File: src/rtl/linebuffer_fill_ctrl_if.sv
// rtl/linebuffer_fill_ctrl_if.sv - fetch, line-buffer fill and instruction-memory signals of the refill sequencer
interface linebuffer_fill_ctrl_if;
    logic         req_valid;
    logic [31:0]  req_pc;
    logic         lb_hit;
    logic         flush;
    logic         fill_valid;
    logic [31:0]  fill_addr;
    logic [255:0] fill_data;
    logic         invalidate;
    logic         mem_read;
    logic [31:0]  mem_addr;
    logic         mem_ready;
    logic         mem_rvalid;
    logic [63:0]  mem_rdata;
    logic         busy;

    modport master (
        input  req_valid, req_pc, lb_hit, flush, mem_ready, mem_rvalid, mem_rdata,
        output fill_valid, fill_addr, fill_data, invalidate, mem_read, mem_addr, busy
    );

    modport slave (
        output req_valid, req_pc, lb_hit, flush, mem_ready, mem_rvalid, mem_rdata,
        input  fill_valid, fill_addr, fill_data, invalidate, mem_read, mem_addr, busy
    );
endinterface

File: src/rtl/linebuffer_fill_ctrl.sv
// rtl/linebuffer_fill_ctrl.sv - line-buffer miss/refill sequencer: one 4-beat line read, drained one word per cycle
module linebuffer_fill_ctrl (
    input  logic                   clk,
    input  logic                   rst_n,
    linebuffer_fill_ctrl_if.master bus
);
    typedef enum logic [1:0] {
        IDLE = 2'd0,
        REQ  = 2'd1,
        RECV = 2'd2
    } state_t;

    state_t      state, state_nxt;
    logic [26:0] line_tag;
    logic [63:0] beat_buf [4];
    logic [2:0]  bcnt, bcnt_nxt;
    logic [3:0]  widx, widx_nxt;
    logic        discard, discard_nxt;
    logic        miss, beat_take, fill_fire;
    logic [31:0] fill_word;

    assign miss      = bus.req_valid && !bus.lb_hit && !bus.flush;
    assign beat_take = (state == RECV) && bus.mem_rvalid && (bcnt != 3'd4);
    // Drain only words whose beat is already registered; a beat landing now waits a cycle.
    assign fill_fire = (state == RECV) && !discard && !bus.flush && (widx < {bcnt, 1'b0});

    assign bcnt_nxt    = bcnt + {2'b00, beat_take};
    assign widx_nxt    = widx + {3'b000, fill_fire};
    assign discard_nxt = discard || ((state != IDLE) && bus.flush);

    always_ff @(posedge clk or negedge rst_n) begin
        if (!rst_n) begin
            state <= IDLE;
        end else begin
            state <= state_nxt;
        end
    end

    // Completion looks at the post-update counts so busy drops right after the last word or beat.
    always_comb begin
        state_nxt = state;
        case (state)
            IDLE: if (miss) state_nxt = REQ;
            REQ:  if (bus.mem_ready) state_nxt = RECV;
            RECV: if ((bcnt_nxt == 3'd4) && (discard_nxt || (widx_nxt == 4'd8))) state_nxt = IDLE;
            default: state_nxt = IDLE;
        endcase
    end

    always_comb begin
        bus.mem_read   = (state == REQ);
        bus.busy       = (state != IDLE);
        bus.mem_addr   = {line_tag, 5'b0};
        bus.invalidate = bus.flush;
        bus.fill_valid = fill_fire;
        bus.fill_addr  = {line_tag, widx[2:0], 2'b00};
        fill_word      = widx[0] ? beat_buf[widx[2:1]][63:32] : beat_buf[widx[2:1]][31:0];
        bus.fill_data  = '0;
        bus.fill_data[{widx[2:0], 5'd0} +: 32] = fill_word;
    end

    always_ff @(posedge clk or negedge rst_n) begin
        if (!rst_n) begin
            line_tag <= '0;
            bcnt     <= '0;
            widx     <= '0;
            discard  <= 1'b0;
            for (int i = 0; i < 4; i++) beat_buf[i] <= '0;
        end else if (state == IDLE) begin
            if (miss) begin
                line_tag <= bus.req_pc[31:5];
                bcnt     <= '0;
                widx     <= '0;
                discard  <= 1'b0;
            end
        end else begin
            bcnt    <= bcnt_nxt;
            widx    <= widx_nxt;
            discard <= discard_nxt;
            if (beat_take) beat_buf[bcnt[1:0]] <= bus.mem_rdata;
        end
    end
endmodule

File: src/flat_wrapper.sv
// flat-port wrapper written by rule: the top's interface ports become plain ports
module linebuffer_fill_ctrl_flat 
  (clk, rst_n, bus_req_valid, bus_req_pc, bus_lb_hit, bus_flush, bus_mem_ready, bus_mem_rvalid, bus_mem_rdata, bus_fill_valid, bus_fill_addr, bus_fill_data, bus_invalidate, bus_mem_read, bus_mem_addr, bus_busy);
  linebuffer_fill_ctrl_if bus_i ();
  input  logic clk;
  input  logic rst_n;
  input wire logic [$bits(bus_i.req_valid)-1:0] bus_req_valid;
  input wire logic [$bits(bus_i.req_pc)-1:0] bus_req_pc;
  input wire logic [$bits(bus_i.lb_hit)-1:0] bus_lb_hit;
  input wire logic [$bits(bus_i.flush)-1:0] bus_flush;
  input wire logic [$bits(bus_i.mem_ready)-1:0] bus_mem_ready;
  input wire logic [$bits(bus_i.mem_rvalid)-1:0] bus_mem_rvalid;
  input wire logic [$bits(bus_i.mem_rdata)-1:0] bus_mem_rdata;
  output wire logic [$bits(bus_i.fill_valid)-1:0] bus_fill_valid;
  output wire logic [$bits(bus_i.fill_addr)-1:0] bus_fill_addr;
  output wire logic [$bits(bus_i.fill_data)-1:0] bus_fill_data;
  output wire logic [$bits(bus_i.invalidate)-1:0] bus_invalidate;
  output wire logic [$bits(bus_i.mem_read)-1:0] bus_mem_read;
  output wire logic [$bits(bus_i.mem_addr)-1:0] bus_mem_addr;
  output wire logic [$bits(bus_i.busy)-1:0] bus_busy;
  assign bus_i.req_valid = bus_req_valid;
  assign bus_i.req_pc = bus_req_pc;
  assign bus_i.lb_hit = bus_lb_hit;
  assign bus_i.flush = bus_flush;
  assign bus_i.mem_ready = bus_mem_ready;
  assign bus_i.mem_rvalid = bus_mem_rvalid;
  assign bus_i.mem_rdata = bus_mem_rdata;
  assign bus_fill_valid = bus_i.fill_valid;
  assign bus_fill_addr = bus_i.fill_addr;
  assign bus_fill_data = bus_i.fill_data;
  assign bus_invalidate = bus_i.invalidate;
  assign bus_mem_read = bus_i.mem_read;
  assign bus_mem_addr = bus_i.mem_addr;
  assign bus_busy = bus_i.busy;
  linebuffer_fill_ctrl u_core (.clk(clk), .rst_n(rst_n), .bus(bus_i));
endmodule
File: config.mk
export PLATFORM = sky130hd
export DESIGN_NAME = linebuffer_fill_ctrl_flat
export DESIGN_NICKNAME = d
export VERILOG_FILES = /design/src/rtl/linebuffer_fill_ctrl_if.sv /design/src/rtl/linebuffer_fill_ctrl.sv /design/src/flat_wrapper.sv
export SDC_FILE = /design/constraint.sdc
export NUM_CORES = 1
export LEC_CHECK = 0
export ABC_AREA = 1
export BUFFER_PORTS_ARGS = -buffer_cell sky130_fd_sc_hd__clkbuf_2
export CORE_ASPECT_RATIO = 1.25
export CORE_MARGIN = 4
export CORE_UTILIZATION = 30
export DETAILED_ROUTE_END_ITERATION = 10
export PLACE_DENSITY = 0.51
export SETUP_SLACK_MARGIN = 0.15
export SKIP_CTS_REPAIR_TIMING = 1
export SYNTH_ARGS = -nofsm -noshare
export SYNTH_HDL_FRONTEND = slang
export SYNTH_SLANG_ARGS = --single-unit
File: constraint.sdc
create_clock -name clk -period 2.1 [get_ports clk]
set_clock_uncertainty 0.15 [all_clocks]
set_input_delay 0.105 -clock clk [delete_from_list [all_inputs] [get_ports clk]]
set_output_delay 0.105 -clock clk [all_outputs]
set_load 0.02 [all_outputs]
Word-level counts from Yosys, hierarchy flattened
Index checks and enable logic that the tools add are counted.
{ "word_totals": {"register_bits": 293, "wordCells": 67, "output_inout_bits": 324, "inputBits": 103} }
{ "classes": {"n_bitwise": 4, "n_addsub": 3, "eq_ne": 8, "n_reduce_logical": 20, "shift": 2, "n_mux": 17, "n_lt_le_gt_ge": 4} }
{ "ops": {"columns": ["op", "n"], "rows": [
  ["$and A256 B256 Y256", 1],
  ["$bwmux W256", 1],
  ["$shift A32 B10 Y256 const A", 1],
  ["$shiftx A32 B10 Y256", 1],
  ["$mux W64", 3],
  ["$bmux W64 S2", 1],
  ["$demux W64 S2", 1],
  ["$mux W32", 1],
  ["$logic_and A1 B1 Y1", 10],
  ["$neg A8 Y10", 1],
  ["$mux W4", 2],
  ["$ge A3 B3 Y1 const B", 2],
  ["$mux W2", 3],
  ["$mux W3", 2],
  ["$not A2 Y3", 2],
  ["$pmux W2 S3", 1],
  ["$add A4 B1 Y4", 1],
  ["$eq A4 B4 Y1 const B", 1],
  ["$lt A4 B4 Y1", 1],
  ["$ne A2 B2 Y1 const B", 2],
  ["$reduce_and A2 Y1", 2],
  ["$add A3 B1 Y3", 1],
  ["$eq A3 B3 Y1 const B", 1],
  ["$logic_not A1 Y1", 3],
  ["11 further kinds", 13]
]} }

Depth between registers and ports, before layout
{ "logic_depth": {"word_depth": 10, "ltp_mapped": 17, "mapped_depth_nobuf": 16} }

Worst setup path after synthesis
Ideal clock, no wire load.
{ "synth_timing": {"path_type": "register to register", "start": "register u_core.widx[1]", "end": "register u_core.state[1]", "path_buffers": 3, "arrival_ps": 2390, "path_slack_ps": -557, "stages_incl_launch_ff": 17, "required_time_ps": 1834, "setup_time_ps": 116, "period_less_slack_ps": 2657, "cell_sequence": "dfrtp_1 -> buf_4 -> buf_4 -> buf_2 -> o21ai_0 -> nand2_1 -> a21oi_1 -> ha_1 -> ha_1 -> inv_1 -> nand2_1 -> nor2_1 -> nand2_1 -> nand2_1 -> nand2_1 -> nand2_1 -> nand2_1"} }
{ "synth_via": {"elab_chain_len": 8} }
{ "synth_lines": {"columns": ["element", "line", "source"], "rows": [
  ["start, declared", "linebuffer_fill_ctrl.sv:17", "logic [3:0] widx, widx_nxt;"],
  ["start signal, assigned", "linebuffer_fill_ctrl.sv:78", "widx <= widx_nxt;"],
  ["$lt A4 B4 Y1", "linebuffer_fill_ctrl.sv:25", "assign fill_fire = (state == RECV) && !discard && !bus.flush && (widx < {bcnt, 1'b0});"],
  ["$logic_and A1 B1 Y1", "linebuffer_fill_ctrl.sv:25", null],
  ["via bus_fill_valid", "flat_wrapper.sv:14", "output wire logic [$bits(bus_i.fill_valid)-1:0] bus_fill_valid;"],
  ["$add A4 B1 Y4", "linebuffer_fill_ctrl.sv:28", "assign widx_nxt = widx + {3'b000, fill_fire};"],
  ["$eq A4 B4 Y1", "linebuffer_fill_ctrl.sv:45", "RECV: if ((bcnt_nxt == 3'd4) && (discard_nxt || (widx_nxt == 4'd8))) state_nxt = IDLE;"],
  ["$logic_or A1 B1 Y1", "linebuffer_fill_ctrl.sv:45", null],
  ["$logic_and A1 B1 Y1", "linebuffer_fill_ctrl.sv:45", null],
  ["$ne A2 B2 Y1 (no line)", null, null],
  ["$reduce_and A3 Y1 (no line)", null, null],
  ["end signal, assigned", "linebuffer_fill_ctrl.sv:35", "state <= state_nxt;"],
  ["end, declared", "linebuffer_fill_ctrl.sv:13", "state_t state, state_nxt;"]
]} }
The timed path passes the listed nets, and every way through them passes these cells.
A chain may end at the register's enable or synchronous reset.

Worst setup path after layout
{ "layout_timing": {"start": "register u_core.widx[2]", "end": "output port bus_fill_data[81]"} }
{ "layout_via": {"elab_chain_len": 7, "word_cells_on_any_way": 9, "classes_between": "add/sub (1); shift (2); mux (4); bitwise (2)"} }
{ "layout_lines": {"columns": ["element", "line", "source"], "rows": [
  ["branches (longest 6 deep; another with $neg A8 Y10)", null, null],
  ["$and A256 B256 Y256 (no line) *", null, null],
  ["end, declared", "flat_wrapper.sv:16", "output wire logic [$bits(bus_i.fill_data)-1:0] bus_fill_data;"]
]} }
Every way passes the cells marked *. The select of a mux whose other input is x is not followed.

==> results.md <==
- Final-report max-slew violation count: 0
- Ratio of total power to cell area: about 1200 nW/um^2
- GR Overflow Total: 0
- Unique masters post-synth: 30
- Commonest non-fill, non-tap cell in the layout: nand2_1
- Clock tree from TritonCTS: built
- Critical Path Slowest Stage Cell: dfrtp_4
- Netlist area before placement: 15,070 um^2
- Hold Vio Cnt, Final: 5
- Detailed-router iteration count before antenna repair: 5
- Commonest non-fill, non-tap cells in the layout: nand2_1 (358), dfrtp_1 (291), nor2_4 (255)
- Critical Path End Type: output port
- Yosys warns: 0
- Crit path max fanout: 6
- Global router's overall resource usage: 17.46%
- Global-route wire length before repair: 77.24 mm
- Fraction of layout cells with a size suffix above 1: 43.10%
- Post-synthesis async set-or-reset flop share: 100.0%
- Number of maximum-capacitance constraint violations: 0
- Final period utilization: 131.6%
- Headroom to the max-slew limit: approximately 42%
- Placement Rows: 91
- Min setup slack post-route: -0.6633 ns
- Antenna violations before repair: 0
- Initial Utilization: 30.44%
- Critical Path AT: between 2 and 3 ns
- Area of the die: 53,920 um^2
- Maximum clock rate: 361.9 MHz
- Total Neg Setup Slack: -148.42 ns
- Post-layout instance count excluding filler cells: 3,027
- Register bit count reported by yosys: about 300
- CP max stage delay: 0.42 ns
- Pin count of the biggest net entering global routing: 83
- Critical path start-end classification: reg2out
- Worst Hold Slack: -0.02823 ns
- Count of H-tree levels built during CTS: 1
- Clock Tree Buf Depth: 3
- Clock slew seen by the registers of the worst setup and hold paths: approximately 0.070 ns
- Main area contributors after synthesis: dfrtp_1 (49%), nor2_1 (11%), nand2_1 (9.1%)
- DRC viols: 0
- Post-DP HPWL: between 30 and 40 mm
- Vias post-DR: around 14,000
- Placed cells: roughly 2,800
- Die Ht: approximately 260 um
- Port buffer count: 414
- Failing checks: negative hold slack, negative setup slack
- Boundary pin count: around 430
- Dominant cell type by count on the critical path: nor2_4
- DR WL/cell: about 18 um
- Setup violation total in the final timing report: approximately 260
- Type of element launching the critical path: flip-flop
- RSZ-0062 raised after global routing: yes
- Post-Place Setup Slack: -0.2308 ns
- Number of enable flip-flop cells after synthesis: 0
- Sequential cell area fraction in the yosys report: between 40% and 50%
- Post-DR vias/cell: between 4 and 5
- CTS Buf Count: 31
- Antenna Nets Post-Route: 0
- Nets@finish: 2,467
- Mean instance size in the synthesized netlist: approximately 8 um^2
- Worst-case vdd ir drop: slightly below 0.001 V
- Final Wtd Congestion: a little over 0.8
- Synth Instances: around 1,800
- CTS sink cnt: 293
- Worst endpoint required time: between 1.5 and 2 ns
- Total detailed-routing wirelength: 53.29 mm
- Area share of the largest cell type after synthesis: between 40% and 50%
- Area Overhead vs Synth: 58.85%
- Vias in the first global route: approximately 13,000
- Clock latency at the later pin of the worst-skew pair: between 0.5 and 0.6 ns
- Worst-Margin Slew: 0.8623 ns
- Die X-Extent: around 210 um
- Cells traversed along the worst timing path: buf_6 > clkinv_8 > buf_12 > ha_4 > inv_8 > nor2_4 > nand2_4 > clkbuf_16 > nor2_4 > buf_2
- Hold Path Class: in2reg
- Total power of the final layout: roughly 28 mW
- Area of the placeable core: between 40,000 and 50,000 um^2
- Biggest area consumer among synthesized cells: dfrtp_1
- Leakage component of the power: 10.92 nW
- Main flop type after synthesis: dfrtp_1
- Violation count after the first detailed-routing iteration: slightly above 800
- Run status: finished with violations
- Clock tree root driver cell: clkbuf_16
- # diodes: 0
- Min Tclk post-route: about 2.8 ns
per-stage QoR:
| stage | util [%] | area, um^2 |
|---|---|---|
| after CTS | 42.48 | 21040 |
| after global placement | 40.47 | 20050 |
| after global routing | 48.35 | 23950 |
| after detailed placement | 40.47 | 20050 |
| final | 48.35 | 23950 |
| after floorplan | - | 17460 |
critical path: cells and delay by family, from the launching register on:
kind                     cells  cell delay [ns]
buffers and inverters        6             0.73
flip-flops                   1             0.42
AND/OR/NAND/NOR              3             0.47
adder cells (fa/ha/maj)      1             0.30
cell type report:
| type | count | area (um^2) |
|---|---|---|
| Fill cell | 4603 | 25580 |
| Timing Repair Buffer | 633 | 5861 |
| Sequential cell | 293 | 7340 |
| Clock buffer | 47 | 905.9 |
| Multi-Input combinational cell | 1283 | 8481 |
| Inverter | 114 | 455.4 |
| Tap cell | 651 | 814.5 |
| Clock inverter | 6 | 88.84 |
cell usage after synthesis (2+ instances only):
library cell and instances:
nand2_2 4, clkbuf_1 38, a21oi_2 17, o21ai_1 73
nor3_1 6, clkbuf_8 2, o22a_1 32, ha_1 8
inv_1 110, nand2_1 365, o21ai_0 165, inv_2 4
nor3_2 2, dfrtp_1 293, nor2_1 425, buf_1 3
nand4_1 2, a21oi_1 49, buf_4 48, o22ai_1 3
buf_6 40, o21ai_2 119, buf_2 34
state kept, by name, summed over array words and instances (netlist names):
name	count
u_core.bcnt	3
u_core.beat_buf	256
u_core.discard	1
u_core.line_tag	27
u_core.state	2
u_core.widx	4
cell families after synthesis:
group	share of synthesized area (%)
fa+ha+maj	0.6640
other cells	0.02488
buf+inv	10.55
xor+xnor	0.05811
simple gates	20.49
flops	48.64
compound gates	19.57
path summary, 6_finish.rpt:
| kind | endpoint | start | cells past startpoint | slack (ns) |
|---|---|---|---|---|
| max reg2reg | u_core.state[1] | u_core.widx[2] | 15 | -0.22 |
| min in group asynchronous | u_core.beat_buf[64] | rst_n | 3 | 0.05 |
| min | u_core.bcnt[2] | bus_lb_hit | 5 | -0.03 |
| max | bus_fill_data[81] | u_core.widx[2] | 10 | -0.66 |
| max in group asynchronous | u_core.beat_buf[121] | rst_n | 3 | 0.50 |
| min reg2reg | u_core.beat_buf[184] | u_core.beat_buf[184] | 2 | 0.33 |
power by group:
| part | leakage [nW] | switching (mW) | internal (mW) |
|---|---|---|---|
| Sequential | 3.72 | 1.23 | 7.99 |
| Combinational | 6.72 | 8.68 | 4.84 |
| Clock | 0.480 | 2.24 | 3.19 |
layer usage:
layer / global-route usage (%) / wire (um) / up-vias
met2: 30.79 / 26800 / 438
met4: 2.865 / 1528 / 0
met5: 0 / 0 / -
met1: 22.97 / 22030 / 6716
met3: 2.979 / 2934 / 81
li1: - / - / 6919
No activity file was read; power rests on OpenSTA's default activity.
